[src/rtl/sa_autosa_sdp_autosahls_sa_syncn2data_pkg.sv]
// sa_autosa_sdp_autosahls_sa_syncn2data_pkg: legal configuration limits and buffer address width helper
package sa_autosa_sdp_autosahls_sa_syncn2data_pkg;
    localparam int NCH_MIN   = 2;
    localparam int NCH_MAX   = 8;
    localparam int DEPTH_MIN = 2;
    localparam int DEPTH_MAX = 64;

    function automatic int aw_of(input int depth);
        return $clog2(depth);
    endfunction

    function automatic bit cfg_ok(input int nch, input int depth);
        return nch >= NCH_MIN && nch <= NCH_MAX && depth >= DEPTH_MIN && depth <= DEPTH_MAX &&
               (depth & (depth - 1)) == 0;
    endfunction
endpackage

[src/rtl/sa_autosa_sdp_autosahls_sa_sync_fifo.sv]
// sa_autosa_sdp_autosahls_sa_sync_fifo: per-channel buffer with flush, occupancy and registered head
module sa_autosa_sdp_autosahls_sa_sync_fifo
    import sa_autosa_sdp_autosahls_sa_syncn2data_pkg::*;
#(
    parameter int DATA_WIDTH = 32,
    parameter int DEPTH = 4,
    localparam int AW = aw_of(DEPTH)
) (
    input  logic                  autosa_core_clk,
    input  logic                  autosa_core_rstn,
    input  logic                  push,
    input  logic                  pop,
    input  logic                  flush,
    input  logic [DATA_WIDTH-1:0] din,
    output logic                  full,
    output logic                  empty,
    output logic [AW:0]           lvl,
    output logic [DATA_WIDTH-1:0] head
);
    logic [DATA_WIDTH-1:0] mem [DEPTH];
    logic [AW-1:0] wp, rp;

    assign full  = lvl == (AW+1)'(DEPTH);
    assign empty = lvl == '0;
    assign head  = mem[rp];

    // pointers are exactly AW bits wide, so increments wrap modulo DEPTH
    always_ff @(posedge autosa_core_clk) begin
        if (!autosa_core_rstn || flush) begin
            wp  <= '0;
            rp  <= '0;
            lvl <= '0;
        end else begin
            if (push) wp <= wp + 1'b1;
            if (pop) rp <= rp + 1'b1;
            lvl <= lvl + {{AW{1'b0}}, push} - {{AW{1'b0}}, pop};
        end
    end

    always_ff @(posedge autosa_core_clk)
        if (push) mem[wp] <= din;
endmodule

[src/rtl/sa_autosa_sdp_autosahls_sa_syncn2data.sv]
// sa_autosa_sdp_autosahls_sa_syncn2data: aligns NCH independent valid/ready streams into one beat
module sa_autosa_sdp_autosahls_sa_syncn2data
    import sa_autosa_sdp_autosahls_sa_syncn2data_pkg::*;
#(
    parameter int NCH = 2,
    parameter int DATA_WIDTH = 32,
    parameter int DEPTH = 4,
    localparam int AW = aw_of(DEPTH)
) (
    input  logic                      autosa_core_clk,
    input  logic                      autosa_core_rstn,
    input  logic [NCH-1:0]            chn_en,
    input  logic [NCH-1:0]            chn_in_pvld,
    output logic [NCH-1:0]            chn_in_prdy,
    input  logic [NCH*DATA_WIDTH-1:0] data_in,
    output logic                      chn_out_pvld,
    input  logic                      chn_out_prdy,
    output logic [NCH*DATA_WIDTH-1:0] data_out,
    output logic [NCH*(AW+1)-1:0]     fifo_lvl
);
    logic [NCH-1:0] full, empty, push, pop;
    logic [DATA_WIDTH-1:0] head [NCH];

    if (!cfg_ok(NCH, DEPTH)) begin : g_bad_cfg
        $error("illegal NCH/DEPTH configuration");
    end

    assign chn_out_pvld = |chn_en && &(~empty | ~chn_en);

    for (genvar i = 0; i < NCH; i++) begin : g_ch
        assign chn_in_prdy[i] = chn_en[i] ? autosa_core_rstn && !full[i] : 1'b1;
        assign push[i] = chn_in_pvld[i] && chn_en[i] && chn_in_prdy[i];
        assign pop[i]  = chn_out_pvld && chn_out_prdy && chn_en[i];
        // empty gate keeps unreset storage off the output after reset/flush
        assign data_out[i*DATA_WIDTH +: DATA_WIDTH] = chn_en[i] && !empty[i] ? head[i] : '0;

        sa_autosa_sdp_autosahls_sa_sync_fifo #(
            .DATA_WIDTH(DATA_WIDTH),
            .DEPTH(DEPTH)
        ) u_fifo (
            .autosa_core_clk (autosa_core_clk),
            .autosa_core_rstn(autosa_core_rstn),
            .push            (push[i]),
            .pop             (pop[i]),
            .flush           (!chn_en[i]),
            .din             (data_in[i*DATA_WIDTH +: DATA_WIDTH]),
            .full            (full[i]),
            .empty           (empty[i]),
            .lvl             (fifo_lvl[i*(AW+1) +: AW+1]),
            .head            (head[i])
        );
    end
endmodule

[config.mk]
export PLATFORM = sky130hd
export DESIGN_NAME = sa_autosa_sdp_autosahls_sa_syncn2data
export DESIGN_NICKNAME = d
export VERILOG_FILES = /design/src/rtl/sa_autosa_sdp_autosahls_sa_syncn2data_pkg.sv /design/src/rtl/sa_autosa_sdp_autosahls_sa_sync_fifo.sv /design/src/rtl/sa_autosa_sdp_autosahls_sa_syncn2data.sv
export SDC_FILE = /design/constraint.sdc
export NUM_CORES = 1
export LEC_CHECK = 0
export CAP_MARGIN = 20
export CORE_MARGIN = 2
export CORE_UTILIZATION = 40
export DETAILED_ROUTE_END_ITERATION = 8
export SLEW_MARGIN = 25
export SYNTH_ARGS = -nofsm -noshare
export SYNTH_HDL_FRONTEND = slang
export SYNTH_SLANG_ARGS = --single-unit
export TNS_END_PERCENT = 30
[constraint.sdc]
create_clock -name autosa_core_clk -period 3.1 [get_ports autosa_core_clk]
set_input_delay 0.465 -clock autosa_core_clk [delete_from_list [all_inputs] [get_ports autosa_core_clk]]
set_output_delay 0.465 -clock autosa_core_clk [all_outputs]
set_load 0.005 [all_outputs]
# Word level (Yosys, flattened, before mapping)
# Memories as Yosys holds them, arrays and structs flattened. A register that Yosys moved wholly into a read port is not among the register bits.
# Index checks and enable logic that the tools add are counted.
dict set report classes {
  n_bitwise 3
  mux 12
  n_eq_ne 2
  n_addsub 8
  n_reduce_logical 25
}
# operator n
set ops {}
lappend ops {{$mux 32} 2}
lappend ops {{$logic_and 1x1->1} 12}
lappend ops {{$add 2x1->2 const B} 4}
lappend ops {{$mux 2} 4}
lappend ops {{$logic_not 1->1} 7}
lappend ops {{$add 3x1->3} 2}
lappend ops {{$eq 3x3->1 const B} 2}
lappend ops {{$logic_not 3->1} 2}
lappend ops {{$mux 1} 6}
lappend ops {{$sub 3x1->3} 2}
lappend ops {{$not 2->2} 2}
lappend ops {{$logic_or 1x1->1} 2}
lappend ops {{$or 2x2->2} 1}
lappend ops {{$reduce_and 2->1} 1}
lappend ops {{$reduce_or 2->1} 1}
dict set report word_totals {
  mem_bits_rw 256
  output_inout_bits 73
  input_bits 71
  reg_bits 14
  wordCells 58
  mem_count 2
}
# name words width rd rd_ports_with_merged_regs write_ports line
set memory_table {}
lappend memory_table {{g_ch[0].u_fifo.mem} 4 32 1 1 1 sa_autosa_sdp_autosahls_sa_sync_fifo.sv:20} ;# logic [DATA_WIDTH-1:0] mem [DEPTH];
lappend memory_table {{g_ch[1].u_fifo.mem} 4 32 1 1 1 sa_autosa_sdp_autosahls_sa_sync_fifo.sv:20}

# Longest topological paths before layout
# Gate-level depths: netlist of the first run.
dict set report logic_depth {
  depth_word 9
  ltp_mapped 13
  ltp_nobuf 11
}

# Cells and area by module
# Synthesis of the first run repeated with hierarchy kept, for this count alone.
dict set report hier_totals {
  hier_cells 512
  area_unflattened_um2 10776.6
}
# module area_per_inst_um2 seq_area_each_um2 cells_each instances
set by_module_without_submodules {}
lappend by_module_without_submodules {sa_autosa_sdp_autosahls_sa_sync_fifo 5109.9 4023.9 213 2}
lappend by_module_without_submodules {sa_autosa_sdp_autosahls_sa_syncn2data 556.8 0.0 86 1}

# Worst setup path after synthesis of the first run
# OpenSTA, ideal clock, no wires.
dict set report synth_timing {
  kind {input -> register}
  startpoint {input chn_en[1]}
  endpoint {register g_ch[0].u_fifo.lvl[2]}
  cell_stages 13
  arrival_time_ns 2.815
  path_slack_ns 0.207
  n_path_buf 2
  setup_time_ns 0.078
  t_required_ns 3.022
  cell_sequence {buf_4 > or4b_1 > and3_1 > buf_6 > and2_1 > ha_1 > inv_1 > ha_1 > inv_1 > fa_1 > xor2_1 > and2_1 > nor3_1}
}
dict set report synth_via {
  elab_chain_cells 7
  elab_cells_between_ends 8
  cone_classes {add/sub: 1; bitwise: 2; reduce/logical: 5}
}
# item line
set synth_rtl {}
lappend synth_rtl {{start, declared} sa_autosa_sdp_autosahls_sa_syncn2data.sv:12} ;# input logic [NCH-1:0] chn_en,
lappend synth_rtl {{$not 2->2} sa_autosa_sdp_autosahls_sa_syncn2data.sv:28} ;# assign chn_out_pvld = |chn_en && &(~empty | ~chn_en);
lappend synth_rtl {{$or 2x2->2} sa_autosa_sdp_autosahls_sa_syncn2data.sv:28}
lappend synth_rtl {{$reduce_and 2->1} sa_autosa_sdp_autosahls_sa_syncn2data.sv:28}
lappend synth_rtl {{$logic_and 1x1->1 (*)} sa_autosa_sdp_autosahls_sa_syncn2data.sv:28}
lappend synth_rtl {{$logic_and 1x1->1 (*) (2 in series)} sa_autosa_sdp_autosahls_sa_syncn2data.sv:33} ;# assign pop[i] = chn_out_pvld && chn_out_prdy && chn_en[i];
lappend synth_rtl {{named net g_ch[0].u_fifo.pop} sa_autosa_sdp_autosahls_sa_sync_fifo.sv:12} ;# input logic pop,
lappend synth_rtl {{$sub 3x1->3 (*)} sa_autosa_sdp_autosahls_sa_sync_fifo.sv:36} ;# lvl <= lvl + {{AW{1'b0}}, push} - {{AW{1'b0}}, pop};
lappend synth_rtl {{end signal, assigned} sa_autosa_sdp_autosahls_sa_sync_fifo.sv:36}
lappend synth_rtl {{end, declared} sa_autosa_sdp_autosahls_sa_sync_fifo.sv:17} ;# output logic [AW:0] lvl,
# Mark *: on every way through the listed nets, which the timed path passes. The rest lies on a longest branch.
# A chain may end at the register's enable or synchronous reset.

==> results.sh, run 1 <==
export IMPL_status="complete, but fails checks"
export IMPL_violations="DRC"
export IMPL_whs_endpoint="g_ch[0].u_fifo.rp[1]"
export IMPL_ctsLongestPathBuffers=3
export IMPL_ir_worst_vdd_mv=0.4448
export IMPL_dr_pass1_iters=6
export IMPL_fin_area_sq_mm=0.01381
export IMPL_setup_viol_count_final=0
export IMPL_hp_start="g_ch[0].u_fifo.rp[1]"
export IMPL_cts_sinks=274
export IMPL_synth_simple_gate_area_share_pct=6.464
export IMPL_core_sq_mm=0.02613
export IMPL_slew_headroom_pct=65.57
export IMPL_place_gp_congestion=0.7837
export IMPL_crit_path_end_kind="primary output"
export IMPL_arrival_ps=2480
export IMPL_root_buffer="clkbuf_16"
export IMPL_drt_antenna_violating_nets=0
export IMPL_overflow=0
export IMPL_drv_cap=0
export IMPL_cts_tree="done"
export IMPL_cts_repair_resized=0
export IMPL_antenna_found_initial=0
export IMPL_layout_nets=786
export IMPL_reg2reg_slack_ps=290
export IMPL_start_kind="flop"
export IMPL_clkTransAtPathRegs_ps=60
export IMPL_area_growth_pct=29.30
export IMPL_path_max_fanout=15
export IMPL_place_hpwl_mm=12.80
export IMPL_hold_depth=2
export IMPL_hold_class="flop to flop"
export IMPL_hold_buffers=0
export IMPL_yosys_warnings=0
export IMPL_yosysSeqAreaShare_pct=75.32
export IMPL_crit_type="flop to primary output"
export IMPL_synth_mux_area_fraction_pct=14.05
export IMPL_ys_ff_latch=274
export IMPL_synth_xor_area_share_pct=0.1640
export IMPL_cts_htree_levels=1
export IMPL_first_global_vias=5688
export IMPL_synthAdderAreaFrac_pct=1.780
export IMPL_vias=5313
export IMPL_skew_ps=12.24
export IMPL_grt_usage_pct=14.63
export IMPL_r2r_cells=11
export IMPL_tightestPinTransition_ps=516.5
export IMPL_dieHeight_um=167.4
export IMPL_reg2reg_to="g_ch[0].u_fifo.lvl[2]"
export IMPL_tns_ps=0
export IMPL_syn_area_sq_mm=0.01068
export IMPL_max_freq_mhz=340.0
export IMPL_via_per_inst=5.017
export IMPL_synthCells=521
export IMPL_final_period_utilization_pct=94.87
export IMPL_synth_compound_area_share_pct=0.6792
export IMPL_maxSlewViolCount=0
export IMPL_portBuffers=143
export IMPL_yosysUniqueCellTypes=30
export IMPL_hold_viol=0
export IMPL_grt_max_degree=33
export IMPL_synth_top_family_by_area="multiplexers"
export IMPL_ios=144
export IMPL_final_min_clock_period_ps=2941
export IMPL_timing_hold_ws_ps=505.8
export IMPL_initial_core_util_pct=40.88
export IMPL_insertion_delay_ps=530
export IMPL_avgRoutedWirePerCell_um=19.36
export IMPL_p_leak_uw=0.004414
export IMPL_numCtsBuffers=28
export IMPL_routed_wl_mm=20.51
export IMPL_die_w_um=167.4
export IMPL_grt_pass1_wl_mm=31.99
export IMPL_final_layout_size_suffix_gt1_share_pct=21.16
export IMPL_placed_cell_area_sq_mm=0.01280
export IMPL_critPathRequiredTime_ps=2630
export IMPL_synthesis_nets=606
export IMPL_placementRows=59
export IMPL_power_density_mw_per_mm2=575.9
export IMPL_drt_iter0_drc=316
export IMPL_syn_area_per_cell_sq_um=20.51
export IMPL_die_area_sq_mm=0.02803
export IMPL_rr_startpoint="g_ch[0].u_fifo.lvl[2]"
export IMPL_drc=14
export IMPL_rsz0062_at_grt="false"
export IMPL_fill_cells=2110
==> report_power, final <==
part	switching, uW	internal, uW	total [uW]
Sequential	17.4	4080	4100
Combinational	151	221	372
Clock	1310	2170	3480
Total	1480	6480	7960
==> state kept, by name (all words and copies together) (netlist names), named ones only <==
signal,cells
g_ch.u_fifo.mem,256
g_ch.u_fifo.lvl,6
g_ch.u_fifo.rp,4
g_ch.u_fifo.wp,4
==> synth_stat cells (all sizes together) <==
| master | n | area [sq um] |
|---|---|---|
| mux4 | 64 | 1441 |
| edfxtp | 256 | 7687 |
| or4b | 2 | 23.77 |
| and2 | 12 | 75.07 |
| or3b | 2 | 17.52 |
| ha | 12 | 150.1 |
| mux2i | 6 | 60.06 |
| nor2 | 4 | 15.01 |
| nand3 | 8 | 40.04 |
| nor3b | 2 | 15.01 |
| inv | 12 | 45.04 |
| o211a | 1 | 10.01 |
| buf | 11 | 70.07 |
| or2 | 4 | 25.02 |
| o21a | 1 | 7.510 |
| clkbuf | 13 | 48.80 |
| fa | 2 | 40.04 |
| xor2 | 2 | 17.52 |
| and3 | 3 | 18.77 |
| nor3 | 4 | 20.02 |
| dfxtp | 18 | 360.4 |
| nor2b | 64 | 400.4 |
| a21oi | 4 | 20.02 |
| and4 | 2 | 17.52 |
| o21ai | 4 | 20.02 |
| o31ai | 2 | 15.01 |
| nand2 | 6 | 22.52 |
==> per-stage QoR <==
step / setup slack (ps) / util, % / std cells / total power [uW]
2_1_floorplan: 206.9 / - / 521 / 4319
3_3_place_gp: -101.9 / 48.98 / 1003 / 4540
3_5_place_dp: -156.0 / 48.98 / 1003 / 4553
4_1_cts: 63.70 / 52.85 / 1058 / 8067
5_1_grt: 15.62 / 52.85 / 1058 / 8229
6_report: 159.0 / 52.86 / 1059 / 7956
==> worst max path at each step <==
stage | start | endpoint | slack [ps] | cells past startpoint
final | flop | data_out[53] | 160 | 4
after global routing | flop | data_out[56] | 20 | 4
after CTS | flop | data_out[56] | 60 | 4
after detailed placement | chn_en[0] | g_ch[0].u_fifo.lvl[2] | -160 | 12
after global placement | chn_en[0] | g_ch[0].u_fifo.lvl[2] | -100 | 12
after floorplan | chn_en[1] | g_ch[0].u_fifo.lvl[2] | 210 | 13
==> worst max-delay path, stage by stage, from the launching register on <==
cell and delay (ps):
dfxtp_2 570, buf_12 240, mux4_2 540, nor2b_1 150
clkdlybuf4s50_1 450
==> area by class of cell <==
class | instances | area [sq um] | share of cell area, %
sequential | 274 | 8051 | 58.28
multi-input combinational | 211 | 2505 | 18.13
timing repair buffer | 174 | 1814 | 13.13
clock buffer | 37 | 775.7 | 5.615
tap | 335 | 419.2 | 3.034
clock inverter | 15 | 201.4 | 1.458
inverter | 12 | 45.04 | 0.3261
antenna | 1 | 2.502 | 0.01811
==> per-layer routing <==
metal / routed length [um] / global-route usage (%) / up-vias
li1: - / - / 2440
met1: 8939 / 20.26 / 2715
met2: 10070 / 24.25 / 125
met3: 1052 / 2.742 / 33
met4: 440 / 3.554 / 0
met5: 0 / 0 / -
==> repair_timing <==
item                                    CTS  global route
buffers inserted                          3             0
endpoints found under the setup margin   22             0
hold endpoints to repair                  0             0
==> kinds of logic after synthesis <==
kind of cell    count (synthesis)
flops                         274
simple gates                  113
mux                            70
buf+inv                        36
fa+ha+maj                      14
compound gates                 12
xor+xnor                        2
==> cells in the final DEF (no fill, tap or decap), types with 2 or more instances in the layout <==
cell type / synthesis / final
o21ai_0: 4 / 4
clkinv_1: 0 / 4
dfxtp_2: 0 / 3
a21oi_1: 4 / 4
clkbuf_8: 0 / 2
and3_1: 3 / 3
nor2b_1: 64 / 64
and2_2: 0 / 4
xor2_1: 2 / 2
buf_4: 1 / 19
clkbuf_1: 13 / 6
bufinv_16: 0 / 5
dfxtp_1: 18 / 15
mux2i_1: 6 / 6
o31ai_4: 0 / 2
buf_12: 0 / 12
nand2_1: 6 / 6
inv_1: 12 / 12
and2_1: 12 / 8
clkbuf_16: 0 / 29
edfxtp_1: 256 / 256
clkdlybuf4s50_1: 0 / 143
nand3_1: 8 / 8
clkinv_2: 0 / 4
or3b_2: 2 / 2
and4_1: 2 / 2
ha_1: 12 / 12
or2_2: 4 / 4
nor2_1: 4 / 4
nor3_1: 4 / 4
fa_1: 2 / 2
mux4_2: 64 / 64
nor3b_1: 2 / 2
Power figures use the tool's default switching activity.
==> inputs of run 2 (changes only) <==
--- a/config.mk
+++ b/config.mk
@@ -5,8 +5,9 @@
 export SDC_FILE = /design/constraint.sdc
 export NUM_CORES = 1
 export LEC_CHECK = 0
+export ABC_CLOCK_PERIOD_IN_PS = 3100
 export CAP_MARGIN = 20
-export CORE_MARGIN = 2
+export CORE_MARGIN = 1.5
 export CORE_UTILIZATION = 40
 export DETAILED_ROUTE_END_ITERATION = 8
 export SLEW_MARGIN = 25
==> run 2 against run 1 <==
Against the previous run: the run still ends with DRC left; fmax up 1.5%; clock power is 4% lower; combinational power about the same; die area shrank 1.2%; sequential power hardly changed; critical endpoint is now data_out[62].
==> results.sh, run 2 (synthesis gave the netlist of run 1 again) <==
export IMPL_status="complete, but fails checks"
export IMPL_violations="DRC"
export IMPL_ios=144
export IMPL_antenna_found_initial=2
export IMPL_ctsLongestPathBuffers=3
export IMPL_drt_antenna_violating_nets=0
export IMPL_final_min_clock_period_ps=2897
export IMPL_insertion_delay_ps=520
export IMPL_place_gp_congestion=0.7648
export IMPL_grt_pass1_wl_mm=33.05
export IMPL_cts_sinks=274
export IMPL_cts_tree="done"
export IMPL_max_freq_mhz=345.2
export IMPL_crit_path_end_kind="primary output"
export IMPL_tightestPinTransition_ps=634.7
export IMPL_crit_chain="buf_4 -> mux4_2 -> nor2b_1 -> clkdlybuf4s50_1"
export IMPL_numCtsBuffers=29
export IMPL_max_stage_delay_ps=570
export IMPL_regMostFlops="g_ch.u_fifo.mem"
export IMPL_avgRoutedWirePerCell_um=19.68
export IMPL_hold_class="flop to flop"
export IMPL_largest_register_ffs=256
export IMPL_crit_cells=4
export IMPL_place_hpwl_mm=12.63
export IMPL_hold_viol=0
export IMPL_drt_iter0_drc=358
export IMPL_die_w_um=166.4
export IMPL_crit_buf_inv=2
export IMPL_cts_htree_levels=1
export IMPL_root_buffer="clkbuf_16"
export IMPL_vias=5306
export IMPL_first_global_vias=5980
export IMPL_start_kind="flop"
export IMPL_final_layout_size_suffix_gt1_share_pct=21.25
export IMPL_cp_slowest_cell="mux4_2"
export IMPL_reg2reg_slack_ps=250
export IMPL_clkTransAtPathRegs_ps=60
export IMPL_overflow=0
export IMPL_ir_worst_vdd_mv=0.3285
export IMPL_tns_ps=0
export IMPL_power_density_mw_per_mm2=570.5
export IMPL_preCtsSetupSlack_ps=-242.4
export IMPL_placementRows=59
export IMPL_dieHeight_um=166.4
export IMPL_fill_cells=2116
export IMPL_grt_usage_pct=15.35
export IMPL_biggestRegsByFlops="g_ch.u_fifo.mem x256, g_ch.u_fifo.lvl x6"
export IMPL_r2r_cells=11
export IMPL_path_max_fanout=20
export IMPL_antennaDiodeCount=0
export IMPL_crit_end="data_out[62]"
export IMPL_timing_hold_ws_ps=498.4
export IMPL_cp_top_family="buffers and inverters"
export IMPL_layout_nets=786
export IMPL_portBuffers=143
export IMPL_drc=8
export IMPL_final_period_utilization_pct=93.45
export IMPL_crit_type="flop to primary output"
export IMPL_p_leak_uw=0.004369
export IMPL_slew_headroom_pct=57.69
export IMPL_reg2reg_to="g_ch[0].u_fifo.lvl[2]"
export IMPL_rsz0062_at_grt="false"
export IMPL_dr_pass1_iters=6
export IMPL_area_growth_pct=28.22
export IMPL_final_cell_mix="256 x edfxtp_1, 143 x clkdlybuf4s50_1, 64 x mux4_2, 64 x nor2b_1, 29 x clkbuf_16"
export IMPL_routed_wl_mm=20.77
export IMPL_arrival_ps=2430
export IMPL_core_sq_mm=0.02613
export IMPL_setup_viol_count_final=0
export IMPL_drv_cap=0
export IMPL_grt_max_degree=33
export IMPL_maxSlewViolCount=0
export IMPL_skew_ps=6.779
export IMPL_die_area_sq_mm=0.02770
export IMPL_critPathRequiredTime_ps=2630
export IMPL_final_common_cell="edfxtp_1"
export IMPL_timing_final_ws_setup_ps=203.1
export IMPL_initial_core_util_pct=40.88
export IMPL_rr_startpoint="g_ch[1].u_fifo.lvl[0]"
export IMPL_via_per_inst=5.029
export IMPL_power_total_uw=7815
[run 2: cell count changes in the layout (fill, tap and decap cells not counted), moves of 2 or more]
cell      previous run  this run
clkinv_1             4         6
and2_2               4         8
buf_12              12         7
buf_4               19        22
and2_1               8         4
clkbuf_8             2         0
[run 2: area by class of cell]
class / instances / area, sq um / share of cell area [%]
clock buffer: 35 / 748.2 / 5.462
clock inverter: 15 / 170.2 / 1.242
inverter: 12 / 45.04 / 0.3288
multi-input combinational: 211 / 2510 / 18.32
sequential: 274 / 8055 / 58.80
tap: 335 / 419.2 / 3.060
timing repair buffer: 173 / 1752 / 12.79
[run 2: how the worst min path moves through the flow]
stage	from	to	slack, ps	depth (start not counted)
after floorplan	g_ch[1].u_fifo.rp[1]	flop	460	2
after global placement	g_ch[0].u_fifo.rp[1]	flop	490	2
after detailed placement	g_ch[0].u_fifo.rp[1]	flop	490	2
after CTS	g_ch[1].u_fifo.rp[1]	flop	500	2
after global routing	g_ch[0].u_fifo.rp[1]	flop	540	2
final	g_ch[0].u_fifo.rp[1]	flop	500	2
[run 2: repair_timing]
| item | CTS | global route |
|---|---|---|
| endpoints found under the hold margin | 0 | 0 |
| gates resized for setup | 0 | 1 |
| buffers inserted | 2 | 0 |
| hold buffers | 0 | 0 |
| pin swaps | 1 | 0 |
| endpoints found under the setup margin | 17 | 2 |
[run 2: routing by layer]
metal	part of all wire (%)	track usage (%)	vias up
li1	-	-	2438
met1	43	19.97	2711
met2	50	26.71	123
met3	5.4	2.947	30
met4	1.4	3.676	4
met5	0.11	0	-
[run 2: tightest hold or removal path: cells and delay by family (launching register included)]
kind             cells  cell delay, ps
flip-flops           1             310
multiplexers         1              80
AND/OR/NAND/NOR      1              60
[run 2: through the flow]
stage	utilization, %	cell area [sq um]	instances
final	52.42	13700	1055
after global placement	48.78	12750	1002
after floorplan	-	10680	521
after detailed placement	48.84	12760	1003
after global routing	52.42	13700	1055
after CTS	52.41	13700	1055
[run 2: where the power goes]
| part | total, uW | leakage (uW) | internal [uW] | switching [uW] |
|---|---|---|---|---|
| combinational | 370 | 0.00146 | 218 | 152 |
| sequential | 4100 | 0.00246 | 4080 | 14.5 |
| clock | 3350 | 0.000446 | 2030 | 1320 |
==> inputs of run 3 (changes only) <==
--- a/config.mk
+++ b/config.mk
@@ -8,7 +8,7 @@
 export ABC_CLOCK_PERIOD_IN_PS = 3100
 export CAP_MARGIN = 20
 export CORE_MARGIN = 1.5
-export CORE_UTILIZATION = 40
+export CORE_UTILIZATION = 38
 export DETAILED_ROUTE_END_ITERATION = 8
 export SLEW_MARGIN = 25
 export SYNTH_ARGS = -nofsm -noshare
==> run 3 against run 2 <==
Against the previous run: the run now ends clean; first-iteration DRC count fell by 25%; non-clock buffer count shrank 4; clock skew grew 2.1 ps; combinational power down 1%; flip-flop and latch count did not move; utilization decreased by 3.0 points; clock power decreased by 6.6%; fmax is essentially flat; setup slack is essentially flat; critical path type is now flop to flop; largest power group unchanged.
==> results.sh, run 3 (synthesis gave the netlist of run 1 again) <==
export IMPL_status="complete, no violations"
export IMPL_regMostFlops="g_ch.u_fifo.mem"
export IMPL_avgRoutedWirePerCell_um=19.16
export IMPL_skew_ps=8.834
export IMPL_numCtsBuffers=28
export IMPL_grt_pass1_wl_mm=32.49
export IMPL_placed_cell_area_sq_mm=0.01284
export IMPL_final_common_cell="edfxtp_1"
export IMPL_die_w_um=170.7
export IMPL_layout_nets=781
export IMPL_initial_core_util_pct=38.56
export IMPL_max_freq_mhz=345.2
export IMPL_final_period_utilization_pct=93.43
export IMPL_overflow=0
export IMPL_arrival_ps=3340
export IMPL_clkTransAtPathRegs_ps=60
export IMPL_place_hpwl_mm=13.04
export IMPL_hold_buffers=0
export IMPL_portBuffers=143
export IMPL_hold_class="flop to flop"
export IMPL_crit_path_end_kind="flop"
export IMPL_fin_area_sq_mm=0.01370
export IMPL_fill_cells=2248
export IMPL_cp_top_family="simple AND/OR/NAND/NOR gates"
export IMPL_hold_viol=0
export IMPL_drc=0
export IMPL_routed_wl_mm=20.92
export IMPL_start_kind="flop"
export IMPL_cts_sinks=274
export IMPL_multi_input_area_sq_mm=0.002510
export IMPL_cts_tree="done"
export IMPL_final_cell_mix="256 x edfxtp_1, 143 x clkdlybuf4s50_1, 64 x mux4_2, 64 x nor2b_1, 29 x clkbuf_16"
export IMPL_ctsLongestPathBuffers=3
export IMPL_antenna_found_initial=0
export IMPL_drv_cap=0
export IMPL_grt_usage_pct=14.79
export IMPL_final_layout_size_suffix_gt1_share_pct=20.03
export IMPL_antennaDiodeCount=0
export IMPL_first_global_vias=5884
export IMPL_cts_htree_levels=1
export IMPL_grt_max_degree=33
export IMPL_slew_headroom_pct=64.58
export IMPL_tightestPinTransition_ps=531.3
export IMPL_tns_ps=0
export IMPL_placementRows=61
export IMPL_ios=144
export IMPL_final_min_clock_period_ps=2896
export IMPL_p_leak_uw=0.004327
export IMPL_crit_buf_inv=2
export IMPL_setup_viol_count_final=0
export IMPL_critPathRequiredTime_ps=3540
export IMPL_maxSlewViolCount=0
export IMPL_vias=5322
export IMPL_power_density_mw_per_mm2=554.4
export IMPL_place_gp_congestion=0.7568
export IMPL_cts_setup_buffers=0
export IMPL_root_buffer="clkbuf_16"
export IMPL_core_sq_mm=0.02771
export IMPL_largest_register_ffs=256
export IMPL_drt_antenna_violating_nets=0
export IMPL_dieHeight_um=170.7
export IMPL_cp_slowest_cell="or4b_1"
export IMPL_die_area_sq_mm=0.02913
export IMPL_area_growth_pct=28.21
export IMPL_ir_worst_vdd_mv=0.3772
export IMPL_via_per_inst=4.874
export IMPL_cts_repair_resized=0
export IMPL_drt_iter0_drc=270
export IMPL_rsz0062_at_grt="false"
export IMPL_insertion_delay_ps=520
export IMPL_max_stage_delay_ps=610
export IMPL_biggestRegsByFlops="g_ch.u_fifo.mem x256, g_ch.u_fifo.lvl x6"
export IMPL_path_max_fanout=6
export IMPL_crit_chain="or4b_1 -> and3_1 -> and2_1 -> ha_1 -> inv_1 -> ha_1 -> inv_1 -> fa_1 -> xor2_1 -> and2_1 -> nor3_1"
export IMPL_crit_type="flop to flop"
export IMPL_register_area_sq_mm=0.008054
export IMPL_dr_pass1_iters=4
## run 3: cell count changes in the layout (fill, tap and decap cells not counted), sizes merged
cell	previous run	this run
buf	30	26
bufinv	4	2
clkinv	10	11
clkinvlp	1	0
## run 3: worst min-delay path: stages, from the launching register on
cell and delay [ps]:
dfxtp_1 310, nand3_1 60, mux2i_1 70
## run 3: area by class of cell
type	count	area share, %
flip-flops and latches	274	58.80
multi-input cells	211	18.32
repair buffers	169	12.88
clock buffers	35	5.462
well taps	378	3.453
clock inverters	13	0.7581
inverters	12	0.3288
## run 3: stage by stage
step	setup slack, ps	std cells	util (%)	power (uW)	hold slack, ps
after floorplan	206.9	521	-	4319	457.3
after global placement	-154.0	1044	46.36	4535	494.9
after detailed placement	-289.8	1044	46.36	4551	492.6
after CTS	42.46	1092	49.43	7693	504.0
after global routing	65.11	1092	49.44	7873	543.0
final	203.5	1092	49.44	7594	493.3
## run 3: report_power, final
part | total (uW) | internal [uW] | switching [uW]
registers | 4100 | 4080 | 16.6
clock network | 3130 | 1850 | 1280
logic | 366 | 216 | 150
total | 7590 | 6150 | 1440
## run 3: per-layer routing
| metal | share of wire, % | vias up | wire [um] | track usage, % |
|---|---|---|---|---|
| li1 | - | 2418 | - | - |
| met1 | 41 | 2762 | 8540 | 18.58 |
| met2 | 53 | 111 | 11090 | 26.34 |
| met3 | 4.6 | 31 | 972 | 2.845 |
| met4 | 1.5 | 0 | 318 | 3.655 |
| met5 | 0 | - | 0 | 0 |
## run 3: final timing paths
kind / start / to / slack [ps] / depth (start not counted)
setup reg to reg: g_ch[1].u_fifo.lvl[0] / g_ch[0].u_fifo.lvl[2] / 200 / 11
setup / recovery: g_ch[1].u_fifo.lvl[0] / g_ch[0].u_fifo.lvl[2] / 200 / 11
hold / removal: g_ch[0].u_fifo.rp[1] / g_ch[0].u_fifo.rp[1] / 490 / 2
hold reg to reg: g_ch[0].u_fifo.rp[1] / g_ch[0].u_fifo.rp[1] / 490 / 2
